$ cat config.mk
export PLATFORM = sky130hd
export DESIGN_NAME = session_timer_bank_flat
export DESIGN_NICKNAME = d
export VERILOG_FILES = /design/src/rtl/session_timer_bank_pkg.sv /design/src/rtl/session_timer_bank_if.sv /design/src/rtl/session_timer_bank_timer_channel.sv /design/src/rtl/session_timer_bank.sv /design/src/flat_wrapper.sv
export SDC_FILE = /design/constraint.sdc
export NUM_CORES = 1
export LEC_CHECK = 0
export CAP_MARGIN = 20
export CORE_MARGIN = 2
export CORE_UTILIZATION = 54
export CTS_CLUSTER_SIZE = 14
export DETAILED_ROUTE_END_ITERATION = 6
export PLACE_DENSITY = 0.8
export SETUP_SLACK_MARGIN = 0.02
export SYNTH_ARGS = -nofsm -noshare
export SYNTH_HDL_FRONTEND = slang
export SYNTH_SLANG_ARGS = --single-unit
export TNS_END_PERCENT = 5
$ cat constraint.sdc
create_clock -name clk_i -period 6.2 [get_ports clk_i]
set_clock_uncertainty 0.1 [all_clocks]
set_input_delay 1.24 -clock clk_i [delete_from_list [all_inputs] [get_ports clk_i]]
set_output_delay 1.24 -clock clk_i [all_outputs]
set_load 0.01 [all_outputs]
$ cat src/rtl/session_timer_bank_pkg.sv
// Shared types and helpers for the ATM session timer bank.
package atm_timer_pkg;

    localparam int TIMER_CNT_W = 32;

    typedef enum logic [1:0] {
        ST_IDLE    = 2'd0,
        ST_RUN     = 2'd1,
        ST_EXPIRED = 2'd2
    } chan_state_e;

    // Subtract that floors at zero instead of wrapping.
    function automatic logic [TIMER_CNT_W-1:0] sat_sub(
        input logic [TIMER_CNT_W-1:0] a,
        input logic [TIMER_CNT_W-1:0] b
    );
        logic [TIMER_CNT_W-1:0] res;
        if (a > b) begin
            res = a - b;
        end else begin
            res = {TIMER_CNT_W{1'b0}};
        end
        return res;
    endfunction

endpackage

$ cat src/rtl/session_timer_bank_if.sv
// Control/status bundle between the ATM controller and the timer bank.
interface session_timer_bank_if #(
    parameter int NUM_CH = 4,
    parameter int CNT_W  = 32
);
    logic [NUM_CH-1:0]       start;
    logic [NUM_CH-1:0]       restart;
    logic [NUM_CH-1:0]       auto_reload;
    logic [NUM_CH*CNT_W-1:0] threshold;
    logic [CNT_W-1:0]        warn_margin;
    logic [NUM_CH-1:0]       ack;
    logic [NUM_CH-1:0]       timeout;
    logic [NUM_CH-1:0]       expired_pulse;
    logic [NUM_CH-1:0]       warning;
    logic                    any_timeout;

    modport master (
        output start, restart, auto_reload, threshold, warn_margin, ack,
        input  timeout, expired_pulse, warning, any_timeout
    );

    modport slave (
        input  start, restart, auto_reload, threshold, warn_margin, ack,
        output timeout, expired_pulse, warning, any_timeout
    );
endinterface

$ cat src/rtl/session_timer_bank_timer_channel.sv
// One timer channel: IDLE/RUN/EXPIRED FSM, counter, sticky timeout and warning.
// CNT_W is expected to be no wider than TIMER_CNT_W (the sat_sub width).
module timer_channel
    import atm_timer_pkg::*;
#(
    parameter int CNT_W = TIMER_CNT_W
) (
    input  logic             clk_i,
    input  logic             rst_ni,
    input  logic             tick_i,
    input  logic             start_i,
    input  logic             restart_i,
    input  logic             auto_reload_i,
    input  logic             ack_i,
    input  logic [CNT_W-1:0] threshold_i,
    input  logic [CNT_W-1:0] warn_margin_i,
    output logic             timeout_o,
    output logic             expired_pulse_o,
    output logic             warning_o
);
    localparam logic [CNT_W-1:0] CNT_ZERO = {CNT_W{1'b0}};
    localparam logic [CNT_W-1:0] CNT_ONE  = CNT_W'(32'd1);

    chan_state_e      state_q, state_d;
    logic [CNT_W-1:0] cnt_q, cnt_d;
    logic             timeout_q, timeout_d;
    logic             pulse_q, pulse_d;
    logic             expire_s;
    logic [CNT_W-1:0] warn_floor_s;

    // Next state and counter; start=0 dominates, then restart, then tick/expiry.
    always_comb begin
        state_d  = state_q;
        cnt_d    = cnt_q;
        expire_s = 1'b0;
        if (!start_i) begin
            state_d = ST_IDLE;
            cnt_d   = CNT_ZERO;
        end else begin
            case (state_q)
                ST_IDLE: begin
                    state_d = ST_RUN;
                    cnt_d   = CNT_ZERO;
                end
                ST_RUN: begin
                    if (restart_i) begin
                        cnt_d = CNT_ZERO;
                    end else if (tick_i) begin
                        if (cnt_q == threshold_i) begin
                            expire_s = 1'b1;
                            if (auto_reload_i) begin
                                cnt_d = CNT_ZERO;
                            end else begin
                                state_d = ST_EXPIRED;
                            end
                        end else begin
                            cnt_d = cnt_q + CNT_ONE;
                        end
                    end else begin
                        cnt_d = cnt_q;
                    end
                end
                ST_EXPIRED: begin
                    if (restart_i) begin
                        state_d = ST_RUN;
                        cnt_d   = CNT_ZERO;
                    end else begin
                        state_d = ST_EXPIRED;
                    end
                end
                default: begin
                    state_d = ST_IDLE;
                    cnt_d   = CNT_ZERO;
                end
            endcase
        end
    end

    // Expiry pulse and sticky flag; a new expiry beats a simultaneous ack.
    always_comb begin
        pulse_d = expire_s;
        if (expire_s) begin
            timeout_d = 1'b1;
        end else if (ack_i) begin
            timeout_d = 1'b0;
        end else begin
            timeout_d = timeout_q;
        end
    end

    // State, counter and output flag registers with synchronous active-low reset.
    always_ff @(posedge clk_i) begin
        if (!rst_ni) begin
            state_q   <= ST_IDLE;
            cnt_q     <= CNT_ZERO;
            timeout_q <= 1'b0;
            pulse_q   <= 1'b0;
        end else begin
            state_q   <= state_d;
            cnt_q     <= cnt_d;
            timeout_q <= timeout_d;
            pulse_q   <= pulse_d;
        end
    end

    assign warn_floor_s    = CNT_W'(sat_sub(TIMER_CNT_W'(threshold_i), TIMER_CNT_W'(warn_margin_i)));
    assign warning_o       = (state_q == ST_RUN) && (cnt_q >= warn_floor_s);
    assign timeout_o       = timeout_q;
    assign expired_pulse_o = pulse_q;

endmodule

$ cat src/rtl/session_timer_bank.sv
// Bank of independent session timers sharing one free-running prescaler.
module session_timer_bank
    import atm_timer_pkg::*;
#(
    parameter int NUM_CH   = 4,
    parameter int CNT_W    = TIMER_CNT_W,
    parameter int PRESCALE = 1
) (
    input  logic                 clk_i,
    input  logic                 rst_ni,
    session_timer_bank_if.slave  bus
);
    localparam int PW = (PRESCALE > 1) ? $clog2(PRESCALE) : 1;
    localparam logic [PW-1:0] PRSC_LAST = PW'(PRESCALE - 1);
    localparam logic [PW-1:0] PRSC_ONE  = PW'(32'd1);

    logic [PW-1:0]     prsc_q, prsc_d;
    logic              tick_s;
    logic [NUM_CH-1:0] timeout_s;
    logic [NUM_CH-1:0] pulse_s;
    logic [NUM_CH-1:0] warning_s;

    assign tick_s = (prsc_q == PRSC_LAST);

    // Prescaler wraps after PRESCALE cycles; tick marks the last cycle.
    always_comb begin
        if (tick_s) begin
            prsc_d = {PW{1'b0}};
        end else begin
            prsc_d = prsc_q + PRSC_ONE;
        end
    end

    // Prescaler register, cleared by reset.
    always_ff @(posedge clk_i) begin
        if (!rst_ni) begin
            prsc_q <= {PW{1'b0}};
        end else begin
            prsc_q <= prsc_d;
        end
    end

    for (genvar gi = 0; gi < NUM_CH; gi++) begin : g_ch
        timer_channel #(
            .CNT_W(CNT_W)
        ) u_ch (
            .clk_i          (clk_i),
            .rst_ni         (rst_ni),
            .tick_i         (tick_s),
            .start_i        (bus.start[gi]),
            .restart_i      (bus.restart[gi]),
            .auto_reload_i  (bus.auto_reload[gi]),
            .ack_i          (bus.ack[gi]),
            .threshold_i    (bus.threshold[gi*CNT_W +: CNT_W]),
            .warn_margin_i  (bus.warn_margin),
            .timeout_o      (timeout_s[gi]),
            .expired_pulse_o(pulse_s[gi]),
            .warning_o      (warning_s[gi])
        );
    end

    assign bus.timeout       = timeout_s;
    assign bus.expired_pulse = pulse_s;
    assign bus.warning       = warning_s;
    assign bus.any_timeout   = |timeout_s;

endmodule
$ cat src/flat_wrapper.sv
// flat-port wrapper written by rule: the top's interface ports become plain ports
module session_timer_bank_flat import atm_timer_pkg::*;
#(
    parameter int NUM_CH   = 4,
    parameter int CNT_W    = TIMER_CNT_W,
    parameter int PRESCALE = 1
)
  (clk_i, rst_ni, bus_start, bus_restart, bus_auto_reload, bus_threshold, bus_warn_margin, bus_ack, bus_timeout, bus_expired_pulse, bus_warning, bus_any_timeout);
  session_timer_bank_if #(.NUM_CH(NUM_CH), .CNT_W(CNT_W)) bus_i ();
  input  logic clk_i;
  input  logic rst_ni;
  input wire logic [$bits(bus_i.start)-1:0] bus_start;
  input wire logic [$bits(bus_i.restart)-1:0] bus_restart;
  input wire logic [$bits(bus_i.auto_reload)-1:0] bus_auto_reload;
  input wire logic [$bits(bus_i.threshold)-1:0] bus_threshold;
  input wire logic [$bits(bus_i.warn_margin)-1:0] bus_warn_margin;
  input wire logic [$bits(bus_i.ack)-1:0] bus_ack;
  output wire logic [$bits(bus_i.timeout)-1:0] bus_timeout;
  output wire logic [$bits(bus_i.expired_pulse)-1:0] bus_expired_pulse;
  output wire logic [$bits(bus_i.warning)-1:0] bus_warning;
  output wire logic [$bits(bus_i.any_timeout)-1:0] bus_any_timeout;
  assign bus_i.start = bus_start;
  assign bus_i.restart = bus_restart;
  assign bus_i.auto_reload = bus_auto_reload;
  assign bus_i.threshold = bus_threshold;
  assign bus_i.warn_margin = bus_warn_margin;
  assign bus_i.ack = bus_ack;
  assign bus_timeout = bus_i.timeout;
  assign bus_expired_pulse = bus_i.expired_pulse;
  assign bus_warning = bus_i.warning;
  assign bus_any_timeout = bus_i.any_timeout;
  session_timer_bank #(.NUM_CH(NUM_CH), .CNT_W(CNT_W), .PRESCALE(PRESCALE)) u_core (.clk_i(clk_i), .rst_ni(rst_ni), .bus(bus_i));
endmodule
======== Yosys cells after proc, flatten, opt, wreduce, memory -nomap -nowiden ========
Cells that the tools add are included.
W data, S select, Z words.
word-level totals
  register bits ........................... 145
  bits of input ports ..................... 178
  output and inout port bits .............. 13
  logic and storage cells ................. 180
operators by class
  $add $sub $neg .......................... 9
  $lt $le $gt $ge ......................... 8
  eq/ne operators ......................... 40
  mux-type cells .......................... 80
  reduce and logical (&&, ||, !) cells .... 26
operators by type and width
  operator                 count
  $mux W32                 24
  $pmux W32 S2             4
  $add A32 B1 Y32 const B  4
  $eq A32 B32 Y1           4
  $ge A32 B32 Y1           4
  $gt A32 B32 Y1           4
  $sub A32 B32 Y32         4
  $mux W2                  20
  $ne A2 B2 Y1 const B     20
  $mux W1                  28
  $pmux W2 S3              4
  $ne A4 B4 Y1 const B     4
  $reduce_and A4 Y1        4
  $ne A3 B3 Y1 const B     4
  $reduce_and A3 Y1        4
  $reduce_and A2 Y1        5
  $eq A2 B1 Y1 const B     4
  $eq A2 B2 Y1 const B     4
  $logic_not A2 Y1         4
  $reduce_bool A2 Y1       4
  $logic_and A1 B1 Y1      4
  $reduce_or A4 Y1         1
  $add A1 B1 Y1 const B    1

======== Longest topological paths before layout ========
  depth in word-level cells ............... 7
  gate-level depth with buffers ........... 25
  depth with buffers taken out ............ 23

======== Modules after synthesis ========
Synthesis repeated with hierarchy kept, for this count alone.
second synthesis, totals
  cells, all modules ...................... 2615
  area, all modules ....................... 19418.6 µm²
by module, submodules not included
  module                                   instances  cells an instance  area each (µm²)  sequential area each (µm²)
  timer_channel (u_core.g_ch[1].u_ch ...)  2          630                4752.1           720.7
  timer_channel (u_core.g_ch[3].u_ch)      1          688                5006.1           720.7
  timer_channel (u_core.g_ch[0].u_ch)      1          663                4873.4           720.7
  session_timer_bank                       1          4                  35.0             20.0

======== Worst setup path after synthesis ========
No wires, ideal clock.
  path type ............................... input-to-output
  start point ............................. input bus_warn_margin[1]
  end point ............................... output bus_warning[3]
  arrival time ............................ 5273 ps
  required time ........................... 4860 ps
  slack ................................... -413 ps
  stages .................................. 22
  buffers on the path ..................... 1
  cells stage by stage .................... inv_1 > fa_1 > a211oi_1 > o21ai_0 > a21oi_1 > o21ai_1 > nand2_1 > o211ai_1 > a221oi_1 > a21oi_1 > nor2b_1 > ha_1 > nand2b_1 > a21o_1 > a21o_1 > a21oi_1 > o21ai_0 > a2111oi_0 > nor4_1 > nor3_1 > o22ai_1 > buf_4
between the ends
  cells in the longest elaborated chain, start to end .. 4
ends and longest elaborated chain
  element                                             line                                                        RTL
  from (decl)                                         flat_wrapper.sv:16                                          input wire logic [$bits(bus_i.warn_margin)-1:0] bus_warn_margin;
  $sub A32 B32 Y32 or $gt A32 B32 Y1 (tied branches)  session_timer_bank_pkg.sv:19, session_timer_bank_pkg.sv:18
  $mux W32 *                                          session_timer_bank_pkg.sv:18                                if (a > b) begin
  $ge A32 B32 Y1 *                                    session_timer_bank_timer_channel.sv:107                     assign warning_o = (state_q == ST_RUN) && (cnt_q >= warn_floor_s);
  $logic_and A1 B1 Y1 *                               session_timer_bank_timer_channel.sv:107
  to (decl)                                           flat_wrapper.sv:20                                          output wire logic [$bits(bus_i.warning)-1:0] bus_warning;
Every way passes the cells marked *; elsewhere a longest branch is shown, timed or not.

======== Worst setup path after layout ========
  start point ............................. input bus_warn_margin[31]
  end point ............................... output bus_warning[0]
Same word-level chain as after synthesis.

==> summary.txt <==
Logic synthesis
  • Synth unique cells: 77
  • Syn Nets: 2,838
  • Ys async rst share: 0%
  • Top-count cell post-synth: ha_1
  • Most used DFF post-synth: dfxtp_1
  • Post-Synth XOR/XNOR Area: 16.4%
  • Ys Warns: 0
  • Seq cells post-synth: 145
  • EDFF count, synth: 0
  • Top post-synthesis cells by count: 260 x ha_1, 241 x nand2_1, 234 x xnor2_1
  • Fraction of the mapped netlist area in simple logic gates: 25.2%
  • Seq/Total Area, Yosys: 16.1%
  • Mux contribution to synthesized area: 0.229%
  • Syn_area_per_cell: 7.53 um^2
  • Dominant cell type by area after synthesis: ha_1
  • Top post-synthesis cells by area: ha_1 18%, dfxtp_1 16%, xnor2_1 11%, xor2_1 5.0%, a21o_1 5.0%
  • Share of the synthesized area in the top cell type: 18.0%
  • Post-Syn Area: 18,000 um^2
  • Synth Area in Adders: 18.5%
  • Compound-Gate Fraction of Synth Area: 19.5%
  • Main combinational cell family by area after synthesis: simple AND/OR/NAND/NOR gates
  • Synth Instances: 2,396

Global route
  • Grt met3 use: 8.22%
  • GRT busiest layer: met2
  • First-pass GRT wire length: 115,000 um
  • Met2 Track Usage GR: 67.4%
  • Grt total ovfl: 0
  • Initial antenna violation count: 2
  • M1 GR Usage: 50.3%
  • Vias in the first global route: 21,702
  • Largest net degree at the start of global routing: 35
  • Tot GR Track Use: 41.5%

Placed design
  • # port buffers: 190
  • GP Congestion: 1.01
  • Hpwl dp: 58,900 um
  • Post-placement cell area: 24,700 um^2

Pwr
  • Peak supply drop: 0.227 mV
  • Lkg Pwr: 12.4 nW
  • Pwr Total: 4.14 mW
  • Pwr dens: 149 nW/um^2

Worst setup path
  • Max stage delay cell, worst path: clkdlybuf4s50_1
  • Largest stage delay on the critical path: 0.68 ns
  • Critical Path Source Type: primary input
  • Worst Path Arrival: 5.66 ns
  • CP Max Fanout: 7
  • Critical path class: in -> out
  • Worst-path cell chain: clkdlybuf4s50_1 -> inv_1 -> ha_1 -> nand2_1 -> nor2_4 -> nand3_2 -> or3_4 -> a21oi_4 -> buf_6 -> buf_6 -> o311ai_1 -> ha_1 -> a21o_1 -> a221o_1 -> a221oi_2 -> o221ai_2 -> a221oi_2 -> nor2_1 -> buf_2
  • Worst path required time: 4.86 ns
  • R2R Path Start: u_core.g_ch[0].u_ch.cnt_q[14]
  • Critical path endpoint category: output port
  • CP startpoint: bus_warn_margin[31]

Cells and area
  • Fin area: 27,700 um^2
  • Final core occ: 84.8%
  • Layout area overhead: 53.8%
  • Nets: 3,636
  • Share of layout cells above drive strength 1: 30.7%

STA
  • Fmax: 0.143 GHz
  • Fin crit share: 113%
  • Worst setup margin: -0.803 ns
  • Final setup viols: 4
  • RSZ-0062 raised after global routing: yes
  • Fin. max-slew vios: 0
  • Post-Route Hold Slack: 0.407 ns
  • Worst-Margin Slew: 1.09 ns
  • Final hold vios: 0
  • Setup TNS: -2.57 ns
  • Worst slew margin: 27.6%
  • Fin crit period: 7.00 ns

Drt
  • Routed length per instance: 21.4 um
  • Final WL: 78,000 um
  • Via/cell ratio: 6.09
  • DR vias: 22,226
  • Final ANT Viol Nets: 0
  • Detailed Routing Iterations Pass 1: 7
  • Initial drt markers: 1,750
  • DRC violations left: 0

Clocking
  • Worst-skew pair later-pin latency: 0.48 ns
  • Clock sink count: 145
  • TritonCTS clock tree: yes
  • Clk root buf: clkbuf_16
  • CTS Buf Count: 17
  • H-Tree Depth: 4
  • Worst-path clk slew: 0.06 ns
  • Hold_buf cts: 0
  • Clk buf depth: 2

Floorplan
  • # rows: 66
  • Top-Level Pins: 191
  • Die H: 187 um
  • Starting density of the core: 55.2%
  • Chip width: 187 um
  • Core box area: 32,700 um^2
  • Die area: 34,900 um^2

Outcome
  • Status: finished, violations left
  • Failing checks: setup timing

Hold path
  • HP Class: reg -> reg
  • Hold path start: u_core.g_ch[3].u_ch.state_q[0]

Flow run
  • Max cap viols: 0
worst paths after layout:
check	end	slack, ns	cells after the start
worst max-delay path	bus_warning[0]	-0.80	19
worst min-delay path	u_core.g_ch[3].u_ch.state_q[0]	0.41	1
worst max register to register	u_core.g_ch[0].u_ch.cnt_q[5]	3.00	10
worst min register to register	u_core.g_ch[3].u_ch.state_q[0]	0.41	1
where the power goes:
part | internal [mW] | switching, mW | leakage (nW)
clock | 0.633 | 0.456 | 0.285
sequential | 0.934 | 0.00496 | 1.17
combinational | 1.07 | 1.04 | 11.0
per-stage QoR:
step	worst slack [ns]	std cells
2_1_floorplan	-0.205	2396
3_3_place_gp	-1.68	3534
3_5_place_dp	-1.82	3534
4_1_cts	-0.724	3612
5_1_grt	-0.942	3649
6_report	-0.803	3650
cells in the final DEF, fill, tap and decap left out, drive strengths merged, types with 13 or more instances in the layout:
| cell type | netlist | final |
|---|---|---|
| ha | 260 | 260 |
| nor4 | 48 | 48 |
| a21oi | 169 | 169 |
| o21bai | 23 | 23 |
| a21o | 121 | 121 |
| dfxtp | 145 | 145 |
| nor3 | 62 | 62 |
| nand2 | 241 | 241 |
| clkdlybuf4s50 | 0 | 108 |
| nor2 | 220 | 220 |
| or3 | 23 | 23 |
| and3 | 34 | 34 |
| nor2b | 36 | 36 |
| o21a | 18 | 18 |
| xnor2 | 234 | 234 |
| a31oi | 16 | 16 |
| and2 | 13 | 13 |
| inv | 98 | 93 |
| dlymetal6s2s | 0 | 55 |
| xor2 | 104 | 104 |
| nand2b | 33 | 33 |
| buf | 22 | 678 |
| clkbuf | 57 | 23 |
| o21ai | 103 | 103 |
| nand3 | 72 | 72 |
| nand4 | 95 | 95 |
per-layer routing:
| layer | vias to the layer above | part of all wire, % |
|---|---|---|
| li1 | 10218 | - |
| met1 | 10410 | 38 |
| met2 | 1233 | 45 |
| met3 | 365 | 9.7 |
| met4 | 0 | 7.7 |
| met5 | - | 0 |
cell families after synthesis:
group,after synthesis
and+or+nand+nor,918
AOI/OAI and AO/OA,549
xor gates and xnor gates,338
adders and majority gates,264
buffers and inverters,177
DFF,145
muxes,4
other,1
registers in the layout, summed over array words and instances (netlist names):
signal                            flops
u_core.g_ch.u_ch.cnt_q              128
u_core.g_ch.u_ch.state_q              8
u_core.g_ch.u_ch.expired_pulse_o      4
u_core.g_ch.u_ch.timeout_o            4
u_core.prsc_q                         1
repair_timing:
action,in CTS,in global routing
setup endpoints to repair,4,4
resized for setup,215,251
setup buffers,46,39
cloned,0,0
pin swaps,85,152
hold endpoints to repair,0,0
layout make-up:
cell class | instances | area, um^2
Multi-Input combinational cell | 2074 | 16000
Timing Repair Buffer | 858 | 7250
Fill cell | 2001 | 4960
Sequential cell | 145 | 2900
Tap cell | 442 | 553
Clock buffer | 20 | 437
Inverter | 98 | 413
Clock inverter | 12 | 159
Antenna cell | 1 | 2.50
critical path: cells and delay by family:
family / cells / cell delay [ns]
and+or+nand+nor: 5 / 0.86
AOI/OAI and AO/OA: 7 / 1.65
adders and majority gates: 2 / 0.68
buffers and inverters: 5 / 1.22
Power figures use the tool's default switching activity.
